--- config.mk ---
export PLATFORM = sky130hd
export DESIGN_NAME = instr_cache_flat
export DESIGN_NICKNAME = d
export VERILOG_FILES = /design/src/rtl/instr_cache_if.sv /design/src/rtl/instr_cache.sv /design/src/flat_wrapper.sv
export SDC_FILE = /design/constraint.sdc
export NUM_CORES = 2
export LEC_CHECK = 0
export CELL_PAD_IN_SITES_DETAIL_PLACEMENT = 2
export CELL_PAD_IN_SITES_GLOBAL_PLACEMENT = 2
export CORE_MARGIN = 1
export CORE_UTILIZATION = 30
export DETAILED_ROUTE_END_ITERATION = 10
export GPL_TIMING_DRIVEN = 0
export PLACE_DENSITY_LB_ADDON = 0.25
export SYNTH_ARGS = -nofsm -noshare
export SYNTH_HDL_FRONTEND = slang
export SYNTH_SLANG_ARGS = --single-unit
--- constraint.sdc ---
create_clock -name clk -period 6.5 [get_ports clk]
set_clock_uncertainty 0.2 [all_clocks]
set_input_delay 1.3 -clock clk [delete_from_list [all_inputs] [get_ports clk]]
set_output_delay 1.3 -clock clk [all_outputs]
set_load 0.005 [all_outputs]
--- src/rtl/instr_cache_if.sv ---
// Fetch-side and line-fill bus of instr_cache: the cache drives the slave view,
// the processor/memory side (or a bench) drives the master view.
interface instr_cache_if;
    logic [31:0] pc;
    logic        flush;
    logic [31:0] instr;
    logic        instrready;
    logic        memreq;
    logic [31:0] memaddr;
    logic [31:0] memrdata;
    logic        memack;
    logic [15:0] hitcount;
    logic [15:0] misscount;

    // memreq/memaddr form a request held stable until memack; memack is a one-cycle
    // response carrying memrdata and is ignored while memreq=0.
    modport slave (
        input  pc, flush, memrdata, memack,
        output instr, instrready, memreq, memaddr, hitcount, misscount
    );
    modport master (
        output pc, flush, memrdata, memack,
        input  instr, instrready, memreq, memaddr, hitcount, misscount
    );
endinterface

--- src/rtl/instr_cache.sv ---
// Direct-mapped, read-only instruction cache with word-by-word line fill.
// Define ICACHE_STATS_EN to build the saturating hit/miss counters.
module instr_cache #(
    parameter int LINES = 16,
    parameter int WORDS = 4
) (
    input  logic          clk,
    input  logic          reset,
    instr_cache_if.slave  bus,
    output logic [1:0]    state_o
);
    localparam int OFF_W = $clog2(WORDS);
    localparam int IDX_W = $clog2(LINES);
    localparam int TAG_W = 30 - OFF_W - IDX_W;

    typedef enum logic [1:0] {IDLE = 2'd0, FILL = 2'd1, UPDATE = 2'd2} state_e;

    state_e             state_q, state_d;
    logic [LINES-1:0]   valid_q, valid_d;
    logic [TAG_W-1:0]   fill_tag_q, fill_tag_d;
    logic [IDX_W-1:0]   fill_idx_q, fill_idx_d;
    logic [OFF_W-1:0]   cnt_q, cnt_d;
    logic               memreq_q, memreq_d;
    logic [31:0]        memaddr_q, memaddr_d;
    logic               kill_q, kill_d;

    logic [TAG_W-1:0]   tag_arr_q [LINES];
    logic [31:0]        data_q [LINES][WORDS];

    logic [TAG_W-1:0]   pc_tag;
    logic [IDX_W-1:0]   pc_idx;
    logic [OFF_W-1:0]   pc_off;
    logic [OFF_W-1:0]   cnt_inc;
    logic               hit;
    logic               miss_start;
    logic               fill_we;
    logic               tag_we;
    logic               unused_pc;

    assign pc_off    = bus.pc[OFF_W+1:2];
    assign pc_idx    = bus.pc[IDX_W+OFF_W+1:OFF_W+2];
    assign pc_tag    = bus.pc[31:IDX_W+OFF_W+2];
    assign unused_pc = ^bus.pc[1:0];
    assign cnt_inc   = cnt_q + 1'b1;

    assign hit            = (state_q == IDLE) && valid_q[pc_idx] && (tag_arr_q[pc_idx] == pc_tag);
    assign bus.instrready = hit && !bus.flush;
    assign miss_start     = (state_q == IDLE) && !bus.flush && !hit;
    assign bus.instr      = data_q[pc_idx][pc_off];
    assign bus.memreq     = memreq_q;
    assign bus.memaddr    = memaddr_q;
    assign state_o        = state_q;

    always_comb begin
        state_d    = state_q;
        valid_d    = valid_q;
        fill_tag_d = fill_tag_q;
        fill_idx_d = fill_idx_q;
        cnt_d      = cnt_q;
        memreq_d   = memreq_q;
        memaddr_d  = memaddr_q;
        kill_d     = kill_q;
        fill_we    = 1'b0;
        tag_we     = 1'b0;
        case (state_q)
            IDLE: begin
                if (bus.flush) begin
                    valid_d = '0;
                end else if (miss_start) begin
                    // The victim line is dropped up front so a partial fill is never visible.
                    fill_tag_d      = pc_tag;
                    fill_idx_d      = pc_idx;
                    cnt_d           = '0;
                    valid_d[pc_idx] = 1'b0;
                    memreq_d        = 1'b1;
                    memaddr_d       = {pc_tag, pc_idx, {OFF_W{1'b0}}, 2'b00};
                    kill_d          = 1'b0;
                    state_d         = FILL;
                end
            end
            FILL: begin
                if (bus.flush) begin
                    valid_d = '0;
                    kill_d  = 1'b1;
                end
                if (bus.memack && memreq_q) begin
                    fill_we = 1'b1;
                    cnt_d   = cnt_inc;
                    if (cnt_q == OFF_W'(WORDS - 1)) begin
                        memreq_d = 1'b0;
                        state_d  = UPDATE;
                    end else begin
                        memaddr_d = {fill_tag_q, fill_idx_q, cnt_inc, 2'b00};
                    end
                end
            end
            UPDATE: begin
                tag_we = 1'b1;
                if (bus.flush) begin
                    valid_d = '0;
                end else begin
                    valid_d[fill_idx_q] = !kill_q;
                end
                state_d = IDLE;
            end
            default: state_d = IDLE;
        endcase
    end

    always_ff @(posedge clk or negedge reset) begin
        if (!reset) begin
            state_q    <= IDLE;
            valid_q    <= '0;
            fill_tag_q <= '0;
            fill_idx_q <= '0;
            cnt_q      <= '0;
            memreq_q   <= 1'b0;
            memaddr_q  <= '0;
            kill_q     <= 1'b0;
        end else begin
            state_q    <= state_d;
            valid_q    <= valid_d;
            fill_tag_q <= fill_tag_d;
            fill_idx_q <= fill_idx_d;
            cnt_q      <= cnt_d;
            memreq_q   <= memreq_d;
            memaddr_q  <= memaddr_d;
            kill_q     <= kill_d;
        end
    end

    // Tag and data storage are guarded by valid_q, so they carry no reset.
    always_ff @(posedge clk) begin
        if (fill_we) begin
            data_q[fill_idx_q][cnt_q] <= bus.memrdata;
        end
        if (tag_we) begin
            tag_arr_q[fill_idx_q] <= fill_tag_q;
        end
    end

`ifdef ICACHE_STATS_EN
    logic [15:0] hit_cnt_q, hit_cnt_d;
    logic [15:0] miss_cnt_q, miss_cnt_d;

    always_comb begin
        hit_cnt_d  = hit_cnt_q;
        miss_cnt_d = miss_cnt_q;
        if (bus.instrready && (hit_cnt_q != 16'hFFFF)) begin
            hit_cnt_d = hit_cnt_q + 16'd1;
        end
        if (miss_start && (miss_cnt_q != 16'hFFFF)) begin
            miss_cnt_d = miss_cnt_q + 16'd1;
        end
    end

    always_ff @(posedge clk or negedge reset) begin
        if (!reset) begin
            hit_cnt_q  <= '0;
            miss_cnt_q <= '0;
        end else begin
            hit_cnt_q  <= hit_cnt_d;
            miss_cnt_q <= miss_cnt_d;
        end
    end

    assign bus.hitcount  = hit_cnt_q;
    assign bus.misscount = miss_cnt_q;
`else
    assign bus.hitcount  = '0;
    assign bus.misscount = '0;
`endif

endmodule
--- src/flat_wrapper.sv ---
// flat-port wrapper written by rule: the top's interface ports become plain ports
module instr_cache_flat 
#(
    parameter int LINES = 16,
    parameter int WORDS = 4
)
  (clk, reset, state_o, bus_pc, bus_flush, bus_memrdata, bus_memack, bus_instr, bus_instrready, bus_memreq, bus_memaddr, bus_hitcount, bus_misscount);
  instr_cache_if bus_i ();
  input  logic clk;
  input  logic reset;
  output logic [1:0] state_o;
  input wire logic [$bits(bus_i.pc)-1:0] bus_pc;
  input wire logic [$bits(bus_i.flush)-1:0] bus_flush;
  input wire logic [$bits(bus_i.memrdata)-1:0] bus_memrdata;
  input wire logic [$bits(bus_i.memack)-1:0] bus_memack;
  output wire logic [$bits(bus_i.instr)-1:0] bus_instr;
  output wire logic [$bits(bus_i.instrready)-1:0] bus_instrready;
  output wire logic [$bits(bus_i.memreq)-1:0] bus_memreq;
  output wire logic [$bits(bus_i.memaddr)-1:0] bus_memaddr;
  output wire logic [$bits(bus_i.hitcount)-1:0] bus_hitcount;
  output wire logic [$bits(bus_i.misscount)-1:0] bus_misscount;
  assign bus_i.pc = bus_pc;
  assign bus_i.flush = bus_flush;
  assign bus_i.memrdata = bus_memrdata;
  assign bus_i.memack = bus_memack;
  assign bus_instr = bus_i.instr;
  assign bus_instrready = bus_i.instrready;
  assign bus_memreq = bus_i.memreq;
  assign bus_memaddr = bus_i.memaddr;
  assign bus_hitcount = bus_i.hitcount;
  assign bus_misscount = bus_i.misscount;
  instr_cache #(.LINES(LINES), .WORDS(WORDS)) u_core (.clk(clk), .reset(reset), .bus(bus_i), .state_o(state_o));
endmodule
==> impl_metrics.toml <==
[routing]
drc = 52
first_pass_iters = 10
drt-total-wl_um = 316000
num_vias = 47600
drt_iter0_markers = 4909
post_drt_wl_per_cell_um = 34.1
ant_nets = 0
via_per_inst = 5.14

[layout]
fillers = 30700
final_util = 0.363
final_cells = 9266
nets = 4798
area_growth_pct = 20.3
drive_gt1_frac = 0.341

[clock_tree]
cts_root_buffer = "clkbuf_16"
clock_sinks = 2512
clockBufferDepth = 4
numCtsBuffers = 278
clock_latency_ps = 840
htree_levels = 5
tritoncts = "yes"
holdBufCountCts = 0
clkSlewWorstSetupHoldPaths_ps = 60

[worst_setup_path]
r2r_end = "u_core.data_q[2][69]"
reg2reg_from = "u_core.state_o[1]"
path_class = "input pin to primary output"
cp-end-kind = "primary output"
r2r_slack_ps = 1570
worstPathMaxFanout = 10
rr_worst_depth = 9
critPathLaunchType = "input pin"
critPathArrivalTime_ps = 5000
required_ps = 5000

[floorplanning]
rows = 209
start_util = 0.302
die_h_um = 573
die_w_um = 573
io_pins = 168
core_mm2 = 0.324
die_area_mm2 = 0.328

[worst_hold_path]
hp-class = "input pin to asynchronous set/reset pin"

[status]
violations = "DRC"
status = "complete, but fails checks"

[global_route]
grtUsageTotal = 0.191
grt_overflow = 0
antenna_found_initial = 22
grt_pass1_vias = 50800
grt_pass1_wl_um = 432000
grt_max_degree = 65

[sta]
whs_ps = 221
hold_violations = 0
final.period_utilization = 1.00
slew_viol_final = 0
worstMarginPinSlew_ps = 1270
slew_headroom = 0.149
period_needed_ps = 6500
totalNegativeSetupSlack_ps = 0
setup_viol = 0
fmax_mhz = 154

[power]
clkPwrFrac = 0.395
power_uw = 38300
netSwitchingPower_uw = 9510
power.internal_uw = 28800
power.ir.vdd_worst_v = 0.000217
power_frac_comb = 0.106
total_leakage_power_uw = 0.0369
p_per_area_mw_per_mm2 = 326
pwr-share-seq = 0.499
switching_share = 0.248

[synthesis]
synth_edf_count = 2432
yosysMostFrequentCell = "edfxtp_1"
async_flop_share = 0.0318
synth_flop_cell = "edfxtp_1"
ys_warn_count = 0
synth_cell_types = 59
netlist.area_leader.share = 0.747
synth_top_area_cell = "edfxtp_1"
synth.area.top_cells = "edfxtp_1, mux4_2, dfrtp_1"
synth_cells = 4145
ys_ff_latch = 2512
ys_seq_area_frac = 0.768
synth_common_cells = "edfxtp_1, mux4_2, clkbuf_1"
netlist_area_mm2 = 0.0977
syn_avg_cell_area_um2 = 23.6

[placed_design]
place_congestion = 0.779
dp_cells = 8739
hpwl_um = 214000
io_buffers = 127

[flow_run]
max-cap-violations = 0
==> layout by cell type (no fill, tap or decap), types with 26 or more instances in the layout <==
cell type        synthesis  final
mux2_4                  39     39
buf_16                   0     26
nor2_1                 117     35
mux2i_1                 86     84
clkbuf_8                 0     33
nand2_1                 63     63
dfrtp_1                 80     80
buf_2                   67     31
mux4_2                 744    744
clkdlybuf4s50_1          0     88
clkinv_1                 0     61
clkbuf_4                 0     35
conb_1                   1     34
clkinv_2                 0     38
a21oi_1                 35     35
buf_12                   2    118
edfxtp_1              2432   2432
nor2_4                   0     81
buf_6                   12     34
o21ai_0                 44     43
mux2_2                  57     57
buf_4                   41     76
clkbuf_16                0    296
clkbuf_1               118     97
==> critical path, stage by stage <==
cell and delay, ps:
buf_8 140, buf_16 130, buf_16 170, buf_16 140, buf_16 160, buf_16 180, clkbuf_16 240, buf_16 170
mux4_2 510, mux4_2 670, mux4_2 590, clkdlybuf4s50_1 490
==> how the worst max path moves through the flow <==
stage	startpoint	end	depth (start not counted)
2_1_floorplan	bus_pc[4]	bus_instr[0]	10
3_3_place_gp	bus_pc[5]	bus_instr[5]	10
3_5_place_dp	bus_pc[5]	bus_instr[2]	10
4_1_cts	bus_pc[4]	bus_instr[30]	12
5_1_grt	bus_pc[5]	bus_instr[3]	10
6_report	bus_pc[4]	bus_instr[18]	12
==> timing repair <==
action	4_1_cts	5_1_grt
pin swaps	1	0
gates resized for setup	439	17
setup buffers	15	11
gates cloned	3	0
endpoints found under the setup margin	33	27
==> flip-flops by register name (all words and copies together) (netlist names) <==
name / flops
u_core.data_q: 2048
u_core.tag_arr_q: 384
u_core.bus.memaddr: 30
u_core.fill_tag_q: 24
u_core.valid_q: 16
u_core.fill_idx_q: 4
u_core.cnt_q: 2
u_core.state_o: 2
u_core.bus.memreq: 1
u_core.kill_q: 1
==> power groups by stage <==
stage,sequential (uW),combinational [uW],clock [uW]
after CTS,19100,4100,15400
after global placement,19500,3690,0
after global routing,19200,4230,15900
after floorplan,19200,1920,0
final,19100,4050,15100
after detailed placement,19500,3960,0
==> logic make-up after synthesis <==
group / Yosys count / synth area share
AO/OA/AOI/OAI: 144 / 0.00951
XOR/XNOR: 28 / 0.00251
adder cells (fa/ha/maj): 8 / 0.00102
buffers and inverters: 266 / 0.0140
flip-flops: 2512 / 0.768
multiplexers: 926 / 0.193
other: 1 / 0.0000384
AND/OR/NAND/NOR: 260 / 0.0121
==> routing by layer <==
metal | global-route usage | routed length (um)
met1 | 0.261 | 134000
met2 | 0.325 | 158000
met3 | 0.0245 | 17100
met4 | 0.0443 | 6970
met5 | 0 | 33
==> per-stage QoR <==
stage | setup slack, ps | instance area (um^2)
finish | 1.74 | 118000
floorplan | 719 | 97800
global route | -9.17 | 118000
global placement | -3510 | 105000
detailed placement | -2810 | 107000
CTS | -25.5 | 117000
==> cell type report <==
| class | instances | area (um^2) | area share |
|---|---|---|---|
| diodes | 13 | 32.5 | 0.000277 |
| plain buffers | 252 | 2780 | 0.0237 |
| clock buffers | 352 | 7400 | 0.0630 |
| clock inverters | 134 | 1030 | 0.00876 |
| inverters | 13 | 48.8 | 0.000415 |
| multi-input cells | 1400 | 22100 | 0.188 |
| flip-flops and latches | 2512 | 75000 | 0.638 |
| well taps | 4325 | 5410 | 0.0460 |
| repair buffers | 265 | 3760 | 0.0320 |
Power figures use the tool's default switching activity.
